===== src/rtl/seg_bus_pkg.sv =====
// rtl/seg_bus_pkg.sv - shared seven-segment code table and pattern decoder
package seg_bus_pkg;

  localparam logic [7:0] SEL_BLANK = 8'hFF;

  // Active-high a..g,dp patterns; entry i is the pattern for code i.
  localparam logic [15:0][7:0] SEG_TABLE = {
    8'h00, 8'h1E, 8'h96, 8'h46, 8'h32, 8'h1A, 8'hF6, 8'hFE,
    8'hE4, 8'hBE, 8'hB6, 8'h66, 8'hF2, 8'hDA, 8'h60, 8'hFC
  };

  typedef struct packed {
    logic       legal;
    logic [3:0] code;
  } seg_decode_t;

  function automatic seg_decode_t seg_decode(input logic [7:0] pat);
    seg_decode_t r;
    r.legal = 1'b0;
    r.code  = 4'd0;
    for (int i = 0; i < 16; i++) begin
      if (SEG_TABLE[i] == pat) begin
        r.legal = 1'b1;
        r.code  = 4'(i);
      end
    end
    return r;
  endfunction

endpackage


===== src/rtl/seg_bus_sync_filter.sv =====
// rtl/seg_bus_sync_filter.sv - two-flop synchroniser and stability filter for the display bus
module seg_bus_sync_filter #(
  parameter int STABLE_CYCLES = 4
) (
  input  logic        clk,
  input  logic        rst,
  input  logic [15:0] bus_i,
  output logic [15:0] value_o,
  output logic        accept_o
);

  localparam int CW = $clog2(STABLE_CYCLES + 1);

  logic [15:0]   sync1_q, sync2_q, prev_q;
  logic [CW-1:0] cnt_q, cnt_d;
  logic          same;

  assign same = (sync2_q == prev_q);

  // Saturating counter: one accept per stable run, on the step into STABLE_CYCLES.
  always_comb begin
    cnt_d = cnt_q;
    if (!same) begin
      cnt_d = CW'(1);
    end else if (cnt_q != CW'(STABLE_CYCLES)) begin
      cnt_d = cnt_q + 1'b1;
    end
  end

  assign accept_o = same && (cnt_q == CW'(STABLE_CYCLES - 1));
  assign value_o  = sync2_q;

  always_ff @(posedge clk or posedge rst) begin
    if (rst) begin
      sync1_q <= 16'hFFFF;
      sync2_q <= 16'hFFFF;
      prev_q  <= 16'hFFFF;
      cnt_q   <= '0;
    end else begin
      sync1_q <= bus_i;
      sync2_q <= sync1_q;
      prev_q  <= sync2_q;
      cnt_q   <= cnt_d;
    end
  end

endmodule


===== src/rtl/seg_bus_monitor.sv =====
// rtl/seg_bus_monitor.sv - recovers digit position/code from the muxed segment bus and checks roaming
import seg_bus_pkg::*;

module seg_bus_monitor #(
  parameter int STABLE_CYCLES = 4
) (
  input  logic       clk,
  input  logic       rst,
  input  logic [7:0] sel_n,
  input  logic [7:0] seg_n,
  input  logic       clr,
  output logic [2:0] pos,
  output logic [3:0] code,
  output logic       upd,
  output logic       step,
  output logic       dir_up,
  output logic       err_sel,
  output logic       err_seg,
  output logic       err_seq
);

  logic [15:0] acc_val;
  logic        acc;

  seg_bus_sync_filter #(.STABLE_CYCLES(STABLE_CYCLES)) u_filter (
    .clk      (clk),
    .rst      (rst),
    .bus_i    ({sel_n, seg_n}),
    .value_o  (acc_val),
    .accept_o (acc)
  );

  logic [7:0]  acc_sel_n;
  logic [3:0]  zeros;
  logic [2:0]  k;
  seg_decode_t dec;

  assign acc_sel_n = acc_val[15:8];
  assign dec       = seg_decode(~acc_val[7:0]);

  always_comb begin
    zeros = 4'd0;
    k     = 3'd0;
    for (int i = 0; i < 8; i++) begin
      if (!acc_sel_n[i]) begin
        zeros = zeros + 1'b1;
        k     = 3'(i);
      end
    end
  end

  logic [2:0] pos_q, pos_d;
  logic [3:0] code_q, code_d;
  logic       dir_q, dir_d, have_prev_q, have_prev_d;
  logic       upd_q, upd_d, step_q, step_d;
  logic       err_sel_q, err_sel_d, err_seg_q, err_seg_d, err_seq_q, err_seq_d;
  logic       seq_bad;

  always_comb begin
    pos_d       = pos_q;
    code_d      = code_q;
    dir_d       = dir_q;
    have_prev_d = have_prev_q;
    upd_d       = 1'b0;
    step_d      = 1'b0;
    err_sel_d   = 1'b0;
    err_seg_d   = 1'b0;
    seq_bad     = 1'b0;
    if (acc && acc_sel_n != SEL_BLANK) begin
      if (zeros > 4'd1) begin
        err_sel_d = 1'b1;
      end else if (!dec.legal) begin
        err_seg_d = 1'b1;
      end else begin
        upd_d       = 1'b1;
        pos_d       = k;
        code_d      = dec.code;
        have_prev_d = 1'b1;
        // Up roam walks toward lower indices; only a wrap may change the code.
        if (have_prev_q) begin
          if (k == pos_q - 3'd1) begin
            step_d  = 1'b1;
            dir_d   = 1'b1;
            seq_bad = (pos_q == 3'd0) ? (dec.code != code_q + 4'd1) : (dec.code != code_q);
          end else if (k == pos_q + 3'd1) begin
            step_d  = 1'b1;
            dir_d   = 1'b0;
            seq_bad = (pos_q == 3'd7) ? (dec.code != code_q - 4'd1) : (dec.code != code_q);
          end else if (k != pos_q) begin
            seq_bad = 1'b1;
          end
        end
      end
    end
    err_seq_d = seq_bad ? 1'b1 : (clr ? 1'b0 : err_seq_q);
  end

  always_ff @(posedge clk or posedge rst) begin
    if (rst) begin
      pos_q       <= 3'd0;
      code_q      <= 4'd0;
      dir_q       <= 1'b0;
      have_prev_q <= 1'b0;
      upd_q       <= 1'b0;
      step_q      <= 1'b0;
      err_sel_q   <= 1'b0;
      err_seg_q   <= 1'b0;
      err_seq_q   <= 1'b0;
    end else begin
      pos_q       <= pos_d;
      code_q      <= code_d;
      dir_q       <= dir_d;
      have_prev_q <= have_prev_d;
      upd_q       <= upd_d;
      step_q      <= step_d;
      err_sel_q   <= err_sel_d;
      err_seg_q   <= err_seg_d;
      err_seq_q   <= err_seq_d;
    end
  end

  assign pos     = pos_q;
  assign code    = code_q;
  assign upd     = upd_q;
  assign step    = step_q;
  assign dir_up  = dir_q;
  assign err_sel = err_sel_q;
  assign err_seg = err_seg_q;
  assign err_seq = err_seq_q;

endmodule

===== config.mk =====
export PLATFORM = sky130hd
export DESIGN_NAME = seg_bus_monitor
export DESIGN_NICKNAME = d
export VERILOG_FILES = /design/src/rtl/seg_bus_pkg.sv /design/src/rtl/seg_bus_sync_filter.sv /design/src/rtl/seg_bus_monitor.sv
export SDC_FILE = /design/constraint.sdc
export NUM_CORES = 1
export LEC_CHECK = 0
export ABC_AREA = 1
export CORE_MARGIN = 8
export CORE_UTILIZATION = 41
export CTS_BUF_LIST = sky130_fd_sc_hd__clkbuf_4 sky130_fd_sc_hd__clkbuf_8
export DETAILED_ROUTE_END_ITERATION = 10
export PLACE_DENSITY = 0.72
export SKIP_CTS_REPAIR_TIMING = 1
export SYNTH_ARGS = -nofsm -noshare
export SYNTH_HDL_FRONTEND = slang
export SYNTH_SLANG_ARGS = --single-unit

===== constraint.sdc =====
create_clock -name clk -period 5.4 [get_ports clk]
set_clock_uncertainty 0.05 [all_clocks]
set_input_delay 1.08 -clock clk [delete_from_list [all_inputs] [get_ports clk]]
set_output_delay 1.08 -clock clk [all_outputs]
set_load 0.005 [all_outputs]

==> flow_metrics.tcl <==
set metrics [dict create \
    outcome "completed" \
    num_vias 2740 \
    cts-root-buf "sky130_fd_sc_hd__clkbuf_8" \
    detailed_place_hpwl_mm 5.22 \
    synth_cell_types 33 \
    die_y_um 110 \
    cell_area_after_placement_sq_mm 0.00403 \
    htree_levels 3 \
    synth-edff-count 0 \
    critical_path.endpoint_type "flop" \
    fp.dieArea_sq_mm 0.0121 \
    clk_transition_reported_paths_ps 90 \
    chipWidth_um 110 \
    final_antenna_net_count 0 \
    timing.critical_path.from_type "flop" \
    synth_async_sr_flop_share_pct 100 \
    layoutNonFillerInstCount 584 \
    max_slew_margin_pct 45.9 \
    yosys.area.top_type "sky130_fd_sc_hd__dfstp_2" \
    row_count 34 \
    maxClockFrequency_mhz 203 \
    worstPathMaxFanout 12 \
    synth-main-ff-cell "sky130_fd_sc_hd__dfstp_2" \
    worstMarginPinSlew_ps 810 \
    cts-buffers-inserted 9 \
    fp.coreArea_sq_mm 0.00868 \
    max_cap_violations 0 \
    clock_tree.buffer_depth 2 \
    report.final.setup_viol 0 \
    postSynthRegisterBits 65 \
    slew_violations 0 \
    netlist.area_leader.share_pct 34.7 \
    ios 32 \
    post-synth-top-count-cell "sky130_fd_sc_hd__nand2_1" \
    period_needed_ps 4930 \
    placed_cells_incl_taps 568 \
    area_delta_synth_final_pct 16.3 \
    first_global_vias 2749 \
    finish.instance_area_sq_mm 0.00423 \
    grt_max_degree 44 \
    avgViaCountPerCell 4.69 \
    grt_antenna_before_repair 0 \
    power_density_mw_per_mm2 261 \
    tritoncts "yes" \
    placement.io_buffers 31 \
    drtIter0Drc 119 \
    globalRouteTotalUtil_pct 12.1 \
    clock_latency_ps 350 \
    cp.arrival_ps 5140 \
    worst_hold_path_type "flop to flop" \
    total_leakage_power_nw 2.07 \
    detailedRoute.firstPassIterationCount 4 \
    wl_per_cell_um 11.5 \
    post_synth_inst_count 435 \
    cp_data_required_time_ps 5610 \
    wirelength_mm 6.70 \
    worstSetupPathType "flop to flop" \
    drive_above_1_share_pct 20.8 \
    yosysWarningCount 0 \
    first_pass_grt_wire_length_mm 11.6 \
    grt_overflow_total 0 \
    globalplace.congestion 0.894 \
    cts_num_sinks 65 \
    initial_core_util_pct 41.9 \
    cpPeakStageDelay_ps 560 \
    tns_ps 0 \
    route.detailed.drc 0 \
    hold_viol_final 0 \
    crit_path_top_delay_cell "sky130_fd_sc_hd__dfstp_2" \
    post_synth_instance_area_sq_mm 0.00364 \
    synth_nets 470 \
    power.ir.vdd_worst_uv 165 \
    cp_common_cell "sky130_fd_sc_hd__nand2_1" \
    n_antenna_cell 0 \
    setup_repair_after_global_routing_missed_its_margin "no" \
    seq_area_frac_synth_pct 46.4 \
    ys_top_cells_by_area "sky130_fd_sc_hd__dfstp_2 35%, sky130_fd_sc_hd__nand2_1 13%, sky130_fd_sc_hd__dfrtp_1 12%, sky130_fd_sc_hd__inv_1 6.2%, sky130_fd_sc_hd__ha_1 5.5%" \
    netlist_top_cells_count "123 x sky130_fd_sc_hd__nand2_1, 60 x sky130_fd_sc_hd__inv_1, 48 x sky130_fd_sc_hd__dfstp_2" \
    finalCritPeriodShare_pct 91.2 \
    finish.net_count 506 \
    post_synth.cell_area_avg_sq_um 8.36 \
]
per-stage QoR:
stage          hold slack (ps)  power, mW  setup slack, ps  util (%)
4_1_cts                    300       1.12              461      48.7
3_5_place_dp               297      0.697              487      46.4
2_1_floorplan              295      0.660              855         -
6_report                   295       1.10              474      48.7
3_3_place_gp               296      0.691              676      46.4
5_1_grt                    304       1.17             38.3      48.7
worst max-delay path, delay by kind of cell (launching register included):
kind / cells / cell delay [ps]
AOI/OAI and AO/OA: 2 / 150
buffers and inverters: 6 / 460
and+or+nand+nor: 14 / 1830
adders and majority gates: 6 / 1780
DFF: 1 / 560
final timing paths:
check / start / to / slack (ps) / depth (start not counted)
worst max-delay path: u_filter.value_o[9] / code[0] / 470 / 28
worst min-delay path: u_filter.sync1_q[12] / u_filter.value_o[12] / 290 / 0
worst max register to register: u_filter.value_o[9] / code[0] / 470 / 28
worst min register to register: u_filter.sync1_q[12] / u_filter.value_o[12] / 290 / 0
max in group asynchronous: rst / u_filter.prev_q[13] / 3290 / 3
min in group asynchronous: rst / err_sel / 1150 / 2
per-layer routing:
| layer | GRT usage (%) | vias to the layer above | part of all wire (%) |
|---|---|---|---|
| li1 | - | 1428 | - |
| met1 | 14.3 | 1246 | 47 |
| met2 | 20.1 | 55 | 47 |
| met3 | 2.91 | 11 | 4.3 |
| met4 | 6.09 | 0 | 1.9 |
| met5 | 0 | - | 0 |
layout make-up:
class,instances,area (sq um)
fill,816,4450
sequential,65,1690
multi-input combinational,300,1650
timing repair buffer,32,318
inverter,63,239
tap,108,135
clock buffer,9,124
clock inverter,7,77.6
report_power, final:
part	total [mW]	leakage, nW	switching [mW]	internal (mW)
Clock	0.415	0.100	0.198	0.217
Sequential	0.537	0.737	0.0167	0.520
Combinational	0.152	1.24	0.0916	0.0605
registers in the layout (all words and copies together) (netlist names):
| name | count |
|---|---|
| err_seq | 1 |
| pos | 3 |
| step | 1 |
| err_seg | 1 |
| code | 4 |
| dir_up | 1 |
| u_filter.value_o | 16 |
| err_sel | 1 |
| u_filter.sync1_q | 16 |
| upd | 1 |
| have_prev_q | 1 |
| u_filter.prev_q | 16 |
| u_filter.cnt_q | 3 |
logic make-up after synthesis:
family,synth area share (%)
AND/OR/NAND/NOR,29.9
buffers and inverters,8.26
XOR/XNOR,6.26
AO/OA/AOI/OAI,3.72
flip-flops,46.4
adder cells (fa/ha/maj),5.50
cell usage in the layout, fill, tap and decap left out, types with 2 or more instances in the layout:
cell type                           n
sky130_fd_sc_hd__xor2_1             7
sky130_fd_sc_hd__clkbuf_8           9
sky130_fd_sc_hd__nor4_1             2
sky130_fd_sc_hd__xnor2_1           19
sky130_fd_sc_hd__nand2_1          123
sky130_fd_sc_hd__inv_6              2
sky130_fd_sc_hd__nand3b_1           5
sky130_fd_sc_hd__nand3_1           27
sky130_fd_sc_hd__clkinv_4           2
sky130_fd_sc_hd__o21ai_0            9
sky130_fd_sc_hd__a21oi_1            5
sky130_fd_sc_hd__nand3_2            4
sky130_fd_sc_hd__clkdlybuf4s50_1   31
sky130_fd_sc_hd__dfrtp_1           17
sky130_fd_sc_hd__nand2_2           12
sky130_fd_sc_hd__dfstp_2           48
sky130_fd_sc_hd__inv_1             59
sky130_fd_sc_hd__inv_2              3
sky130_fd_sc_hd__ha_1              16
sky130_fd_sc_hd__nor2_1            32
sky130_fd_sc_hd__or2_2              3
sky130_fd_sc_hd__nand4_1           11
sky130_fd_sc_hd__nor3_1             9
sky130_fd_sc_hd__o21ai_2            4
sky130_fd_sc_hd__nor2_2             5
No activity file was read; power rests on OpenSTA's default activity.
